**src/rtl/pipe_pkg.sv**
```systemverilog
// Shared definitions for the MINI-RISC pipeline stage buffer.
package pipe_pkg;

  typedef enum logic [1:0] {
    ST_EMPTY = 2'd0,
    ST_HALF  = 2'd1,
    ST_FULL  = 2'd2
  } state_t;

  localparam logic [15:0] PIPE_NOP = 16'h0000;

endpackage

```
**src/rtl/sat_counter.sv**
```systemverilog
// Saturating up-counter with synchronous clear.
module sat_counter #(
  parameter int W = 16
) (
  input  logic         clk,
  input  logic         clear,
  input  logic         inc,
  output logic [W-1:0] count
);

  always_ff @(posedge clk) begin
    if (clear) begin
      count <= '0;
    end else if (inc && (count != {W{1'b1}})) begin
      count <= count + W'(1);
    end
  end

endmodule

```
**src/rtl/pipe_stage_buf.sv**
```systemverilog
// Generic pipeline stage register: valid/ready, stall, flush,
// optional 2-entry skid buffer and back-pressure counter.
module pipe_stage_buf
  import pipe_pkg::*;
#(
  parameter int                DATA_W    = 16,
  parameter logic [DATA_W-1:0] NOP_VALUE = DATA_W'(PIPE_NOP),
  parameter int                SKID      = 1,
  parameter int                CNT_W     = 16
) (
  input  logic              clk,
  input  logic              reset,
  input  logic              stall,
  input  logic              flush,
  input  logic              in_valid,
  output logic              in_ready,
  input  logic [DATA_W-1:0] in_data,
  output logic              out_valid,
  input  logic              out_ready,
  output logic [DATA_W-1:0] out_data,
  output logic [1:0]        occupancy,
  output logic [CNT_W-1:0]  bp_cycles
);

  state_t            state, state_n;
  logic [DATA_W-1:0] main, main_n;
  logic [DATA_W-1:0] skid, skid_n;
  logic              out_fire;
  logic              in_fire;
  logic              bp_inc;

  always_ff @(posedge clk) begin
    if (reset) begin
      state <= ST_EMPTY;
      main  <= NOP_VALUE;
      skid  <= NOP_VALUE;
    end else begin
      state <= state_n;
      main  <= main_n;
      skid  <= skid_n;
    end
  end

  always_comb begin
    out_valid = (state != ST_EMPTY) && !flush;
    out_fire  = out_valid && out_ready && !stall;
    if (SKID != 0) begin
      in_ready = (state != ST_FULL) && !stall && !flush;
    end else begin
      // Single entry: a new payload fits only if the head leaves now.
      in_ready = !stall && !flush
               && ((state == ST_EMPTY) || out_fire);
    end
    in_fire = in_valid && in_ready;
  end

  always_comb begin
    state_n = state;
    main_n  = main;
    skid_n  = skid;
    if (flush) begin
      state_n = ST_EMPTY;
      main_n  = NOP_VALUE;
      skid_n  = NOP_VALUE;
    end else begin
      unique case (state)
        ST_EMPTY: begin
          if (in_fire) begin
            state_n = ST_HALF;
            main_n  = in_data;
          end
        end
        ST_HALF: begin
          if (in_fire && out_fire) begin
            main_n = in_data;
          end else if (in_fire) begin
            state_n = ST_FULL;
            skid_n  = in_data;
          end else if (out_fire) begin
            state_n = ST_EMPTY;
            main_n  = NOP_VALUE;
          end
        end
        ST_FULL: begin
          if (out_fire) begin
            state_n = ST_HALF;
            main_n  = skid;
            skid_n  = NOP_VALUE;
          end
        end
        default: begin
          state_n = ST_EMPTY;
          main_n  = NOP_VALUE;
          skid_n  = NOP_VALUE;
        end
      endcase
    end
  end

  assign out_data  = main;
  assign occupancy = 2'(state);
  assign bp_inc    = (out_valid && !out_ready)
                   || (stall && (state != ST_EMPTY));

  sat_counter #(
    .W (CNT_W)
  ) u_bp_cnt (
    .clk   (clk),
    .clear (reset),
    .inc   (bp_inc),
    .count (bp_cycles)
  );

endmodule

```
**config.mk**
```make
export PLATFORM = sky130hd
export DESIGN_NAME = pipe_stage_buf
export DESIGN_NICKNAME = d
export VERILOG_FILES = /design/src/rtl/pipe_pkg.sv /design/src/rtl/sat_counter.sv /design/src/rtl/pipe_stage_buf.sv
export SDC_FILE = /design/constraint.sdc
export NUM_CORES = 1
export LEC_CHECK = 0
export ABC_AREA = 1
export ABC_CLOCK_PERIOD_IN_PS = 1760
export CORE_ASPECT_RATIO = 0.8
export CORE_MARGIN = 3
export CORE_UTILIZATION = 34
export CTS_CLUSTER_DIAMETER = 60
export DETAILED_ROUTE_END_ITERATION = 10
export GPL_TIMING_DRIVEN = 0
export MAX_ROUTING_LAYER = met4
export PLACE_DENSITY = 0.54
export SYNTH_ARGS = -nofsm -noshare
export SYNTH_HDL_FRONTEND = slang
export SYNTH_SLANG_ARGS = --single-unit
```
**constraint.sdc**
```tcl
create_clock -name clk -period 1.76 [get_ports clk]
set_input_delay 0.44 -clock clk [delete_from_list [all_inputs] [get_ports clk]]
set_output_delay 0.44 -clock clk [all_outputs]
set_load 0.01 [all_outputs]
```
[Word level (Yosys, flattened, before mapping)]
Index checks and enable logic that the tools add are counted.
Cells by class
  $add $sub $neg: 1
  equal/unequal tests: 11
  muxes and demuxes: 14
  bitwise gates (word level): 1
  reduce and logical (&&, ||, !) cells: 20
Operator list (number)
  $mux 16: 6
  $pmux 16 s3: 2
  $add 16x1->16 const B: 1
  $ne 16x16->1 const B: 1
  $reduce_and 4->1: 3
  $logic_and 1x1->1: 10
  $mux 2: 5
  $ne 2x2->1 const B: 5
  $ne 3x3->1 const B: 3
  $pmux 2 s3: 1
  $logic_not 1->1: 3
  $eq 2x1->1 const B: 1
  $eq 2x2->1 const B: 1
  $logic_not 2->1: 1
  $reduce_bool 2->1: 1
  $reduce_or 2->1: 1
  $logic_or 1x1->1: 1
  $not 1->1: 1
Word-level totals
  bits in registers: 50
  bits of input ports: 22
  output and inout port bits: 36
  logic and storage cells: 51

[Logic depth before layout (Yosys ltp)]
  word-level depth: 8
  mapped depth: 10
  gate-level depth less buffers: 10

[Hierarchy]
Synthesis repeated with hierarchy kept, for this count alone.
Unflattened totals
  cells, all modules: 467
  area total of the unflattened synthesis: 2890.3 um2
By module, submodules not included
  pipe_stage_buf: times used 1, cells each 318, area an instance 1960.6 um2, sequential area each 680.7 um2
  sat_counter: times used 1, cells each 149, area an instance 929.6 um2, sequential area each 320.3 um2

[Least setup slack after synthesis]
OpenSTA, ideal clock, no wires.
  path type: reg-to-reg
  start point: register u_bp_cnt.count[0]
  end point: register u_bp_cnt.count[9]
  library setup time: 0.070 ns
  arrival time: 1.510 ns
  data required time: 1.690 ns
  setup slack: 0.180 ns
  cell stages (with the launch flop): 9
  path buffers: 1
  period minus slack after synthesis: 1.580 ns
  path through: dfxtp_1 > ha_1 > nand2_1 > nor2_2 > nand2_1 > o21ai_1 > buf_4 > nand2_1 > a21oi_1
Between the ends
  word-level cells in the longest chain between the ends: 2
  elaborated cells between the ends (all ways): 3
  classes of those cells: add/sub (1); eq/ne (1); reduce/logical (1)
Ends and longest elaborated chain
  start: declaration: line sat_counter.sv:8  | output logic [W-1:0] count
  start signal: assignment: line sat_counter.sv:15  | count <= count + W'(1);
  branches (longest 2 deep; another with $add 16x1->16)
Several ways; the timed one is not identified.
A chain may end at the register's enable or synchronous reset.

[Worst setup path after layout]
  start point: register main[7] (netlist: out_data[7])
  end point: output port out_data[7]
RTL lines
  start: declaration: line pipe_stage_buf.sv:26  | logic [DATA_W-1:0] main, main_n;
  start signal: assignment: line pipe_stage_buf.sv:39  | main <= main_n;
  end: declaration: line pipe_stage_buf.sv:20  | output logic [DATA_W-1:0] out_data,
No word-level cell between the ends.

==> qor.txt <==
Fmax: 585 MHz
DR vias/cell: 4.75
antenna viol nets, final: 0
syn avg cell area: 6.41 um^2
area of the multi-input gates: 0.00156 mm^2
TNS Setup: 0 ns
global-route wire length before repair: 13.4 mm
global placement routability congestion: 0.868
CTS sink cnt: 50
clk_lat worst skew: 0.31 ns
Die Width: 109 um
grt ovf: 0
H-tree depth: 2
final setup vio count: 0
Remaining DRCs: 0
sequential element share of the synthesized area: 34.8%
most frequent cells in the layout: nand2_1, inv_1, clkdlybuf4s50_1
DP Worst Slack: -0.483 ns
HP Class: register to register
Synth warnings: 0
final WL: 8.21 mm
status: complete, no violations
Ports: 58
sequential cell area: 0.00103 mm^2
Vias: 3006
cells along the critical path: clkdlybuf4s50_1
share of cells above drive strength 1: 14.9%
total core area: 0.00806 mm^2
relative max-transition margin: 59.6%
syn_nets: 471
worst setup margin: 0.0498 ns
gr usage total: 18.1%
unrepaired setup endpoints after global routing: false
Tcrit/Tclk final: 97.2%
CP Capture Type: output port
Max VDD drop: 0.000344 V
DP HPWL: 5.81 mm
port bufs: 57
synth unique cells: 30
clock buffer depth: 2
Num CTS Buffers: 5
Worst-Margin Slew: 0.607 ns
First DRT Iteration DRCs: 115
drt pass-1 iters: 5
slowest stage cell, crit path: clkdlybuf4s50_1
post-layout min period: 1.71 ns
Final Net Count: 547
area grow syn2layout: 33.1%
Pwr per Cell Area: 552 mW/mm^2
crit path DAT: 1.27 ns
CP max stage delay: 0.58 ns
WL/cell: 13.0 um
CP required: 1.32 ns
crit path launch type: register
clock-pin slew on the worst setup and hold paths: 0.10 ns
Seq cells post-synth: 50
CP bufs+invs: 1
class of the most critical setup path: register to output port
synthesized instance count: 448
Slew Viols, Final: 0
Hold Buf Count CTS: 0
most common cell after layout, fill and taps aside: nand2_1
Crit path max-delay family: buffers and inverters
post-synthesis instance area: 0.00287 mm^2
number of global-route vias before repair: 2709
max cap viols: 0
# diodes: 0
Die Footprint: 0.00960 mm^2
initial core utilization: 35.7%
TritonCTS clock tree: built
row count: 29
static leakage: 0.00148 uW
# fillers: 866
die height: 88.2 um
CTS root buf: clkbuf_8
pin count of the biggest net entering global routing: 17
clock skew: 0.0121 ns
initial antenna violation count: 0
crit path max fanout: 2
final hold violations: 0
worst hold slack: 0.466 ns
-- routing by layer --
metal / GRT usage [%] / vias to the layer above / part of all wire (%)
met5: - / - / 0
met4: 3.21 / 0 / 0.76
met3: 2.92 / 6 / 5.1
met2: 26.8 / 69 / 41
met1: 26.2 / 1362 / 53
li1: - / 1569 / -
-- path summary, 6_finish.rpt --
kind / slack [ns] / depth (start not counted) / from / to
setup / recovery: 0.05 / 1 / out_data[7] / out_data[7]
hold / removal: 0.47 / 2 / skid[0] / skid[0]
setup reg to reg: 0.14 / 9 / u_bp_cnt.count[0] / u_bp_cnt.count[11]
hold reg to reg: 0.47 / 2 / skid[0] / skid[0]
-- cells by family (layout without fill, tap and decap cells) --
kind of cell             after synthesis  after routing  synth area share, %
AND/OR/NAND/NOR                      250            250                 37.8
buffers and inverters                 75            152                 12.3
adder cells (fa/ha/maj)                1              1                0.435
XOR/XNOR                               6              6                 1.83
flip-flops                            50             50                 34.8
AO/OA/AOI/OAI                         66             66                 12.8
-- synthesized netlist by cell type --
cell type,instances,area [um^2]
o21ai_4,1,16.3
nand2_2,2,12.5
nor2_1,49,184
a21oi_1,38,190
nor2_4,5,56.3
nor2_2,2,12.5
buf_6,7,78.8
o21ai_2,1,8.76
nand2_1,139,522
ha_1,1,12.5
nand3_4,1,17.5
dfxtp_1,50,1000
xor2_1,4,35.0
nor3b_1,1,7.51
nand4_1,5,31.3
clkinv_4,1,8.76
buf_4,3,22.5
inv_2,5,18.8
nand3_2,1,10.0
buf_2,1,5.00
a21oi_2,6,52.6
nand2_4,1,11.3
inv_1,53,199
o21ai_0,18,90.1
clkbuf_2,1,5.00
clkbuf_1,4,15.0
o21ai_1,1,5.00
xnor2_1,2,17.5
a31oi_1,1,6.26
nand3_1,44,220
-- power by group --
group          total (uW)  leakage [uW]  switching (uW)  internal [uW]
Sequential           1140      0.000413            7.02           1130
Combinational         264       0.00103             147            116
Clock                 705     0.0000441             424            281
Total                2110       0.00148             578           1530
-- registers in the layout (all words and copies together) (netlist names) --
register / flops
occupancy: 2
out_data: 16
skid: 16
u_bp_cnt.count: 16
-- per-stage QoR --
step	std cells	power, uW	instance area, um^2	utilization [%]
floorplan	448	1310	2870	-
detailed placement	613	1420	3580	44.4
global route	633	2210	3820	47.5
CTS	630	2130	3770	46.8
global placement	613	1420	3580	44.4
finish	633	2110	3820	47.5
-- what timing repair did --
action | 4_1_cts | 5_1_grt
buffers inserted | 9 | 3
gates cloned | 0 | 0
pin swaps | 6 | 2
endpoints found under the setup margin | 48 | 34
resized for setup | 21 | 16
-- cell type report --
| type | count | share of cell area [%] |
|---|---|---|
| Clock buffer | 5 | 1.80 |
| Inverter | 59 | 5.99 |
| Buffer | 16 | 3.47 |
| Clock inverter | 3 | 0.556 |
| Multi-Input combinational cell | 323 | 40.7 |
| Tap cell | 108 | 3.53 |
| Sequential cell | 50 | 27.0 |
| Timing Repair Buffer | 69 | 17.0 |
(Power assumes the default switching activity.)
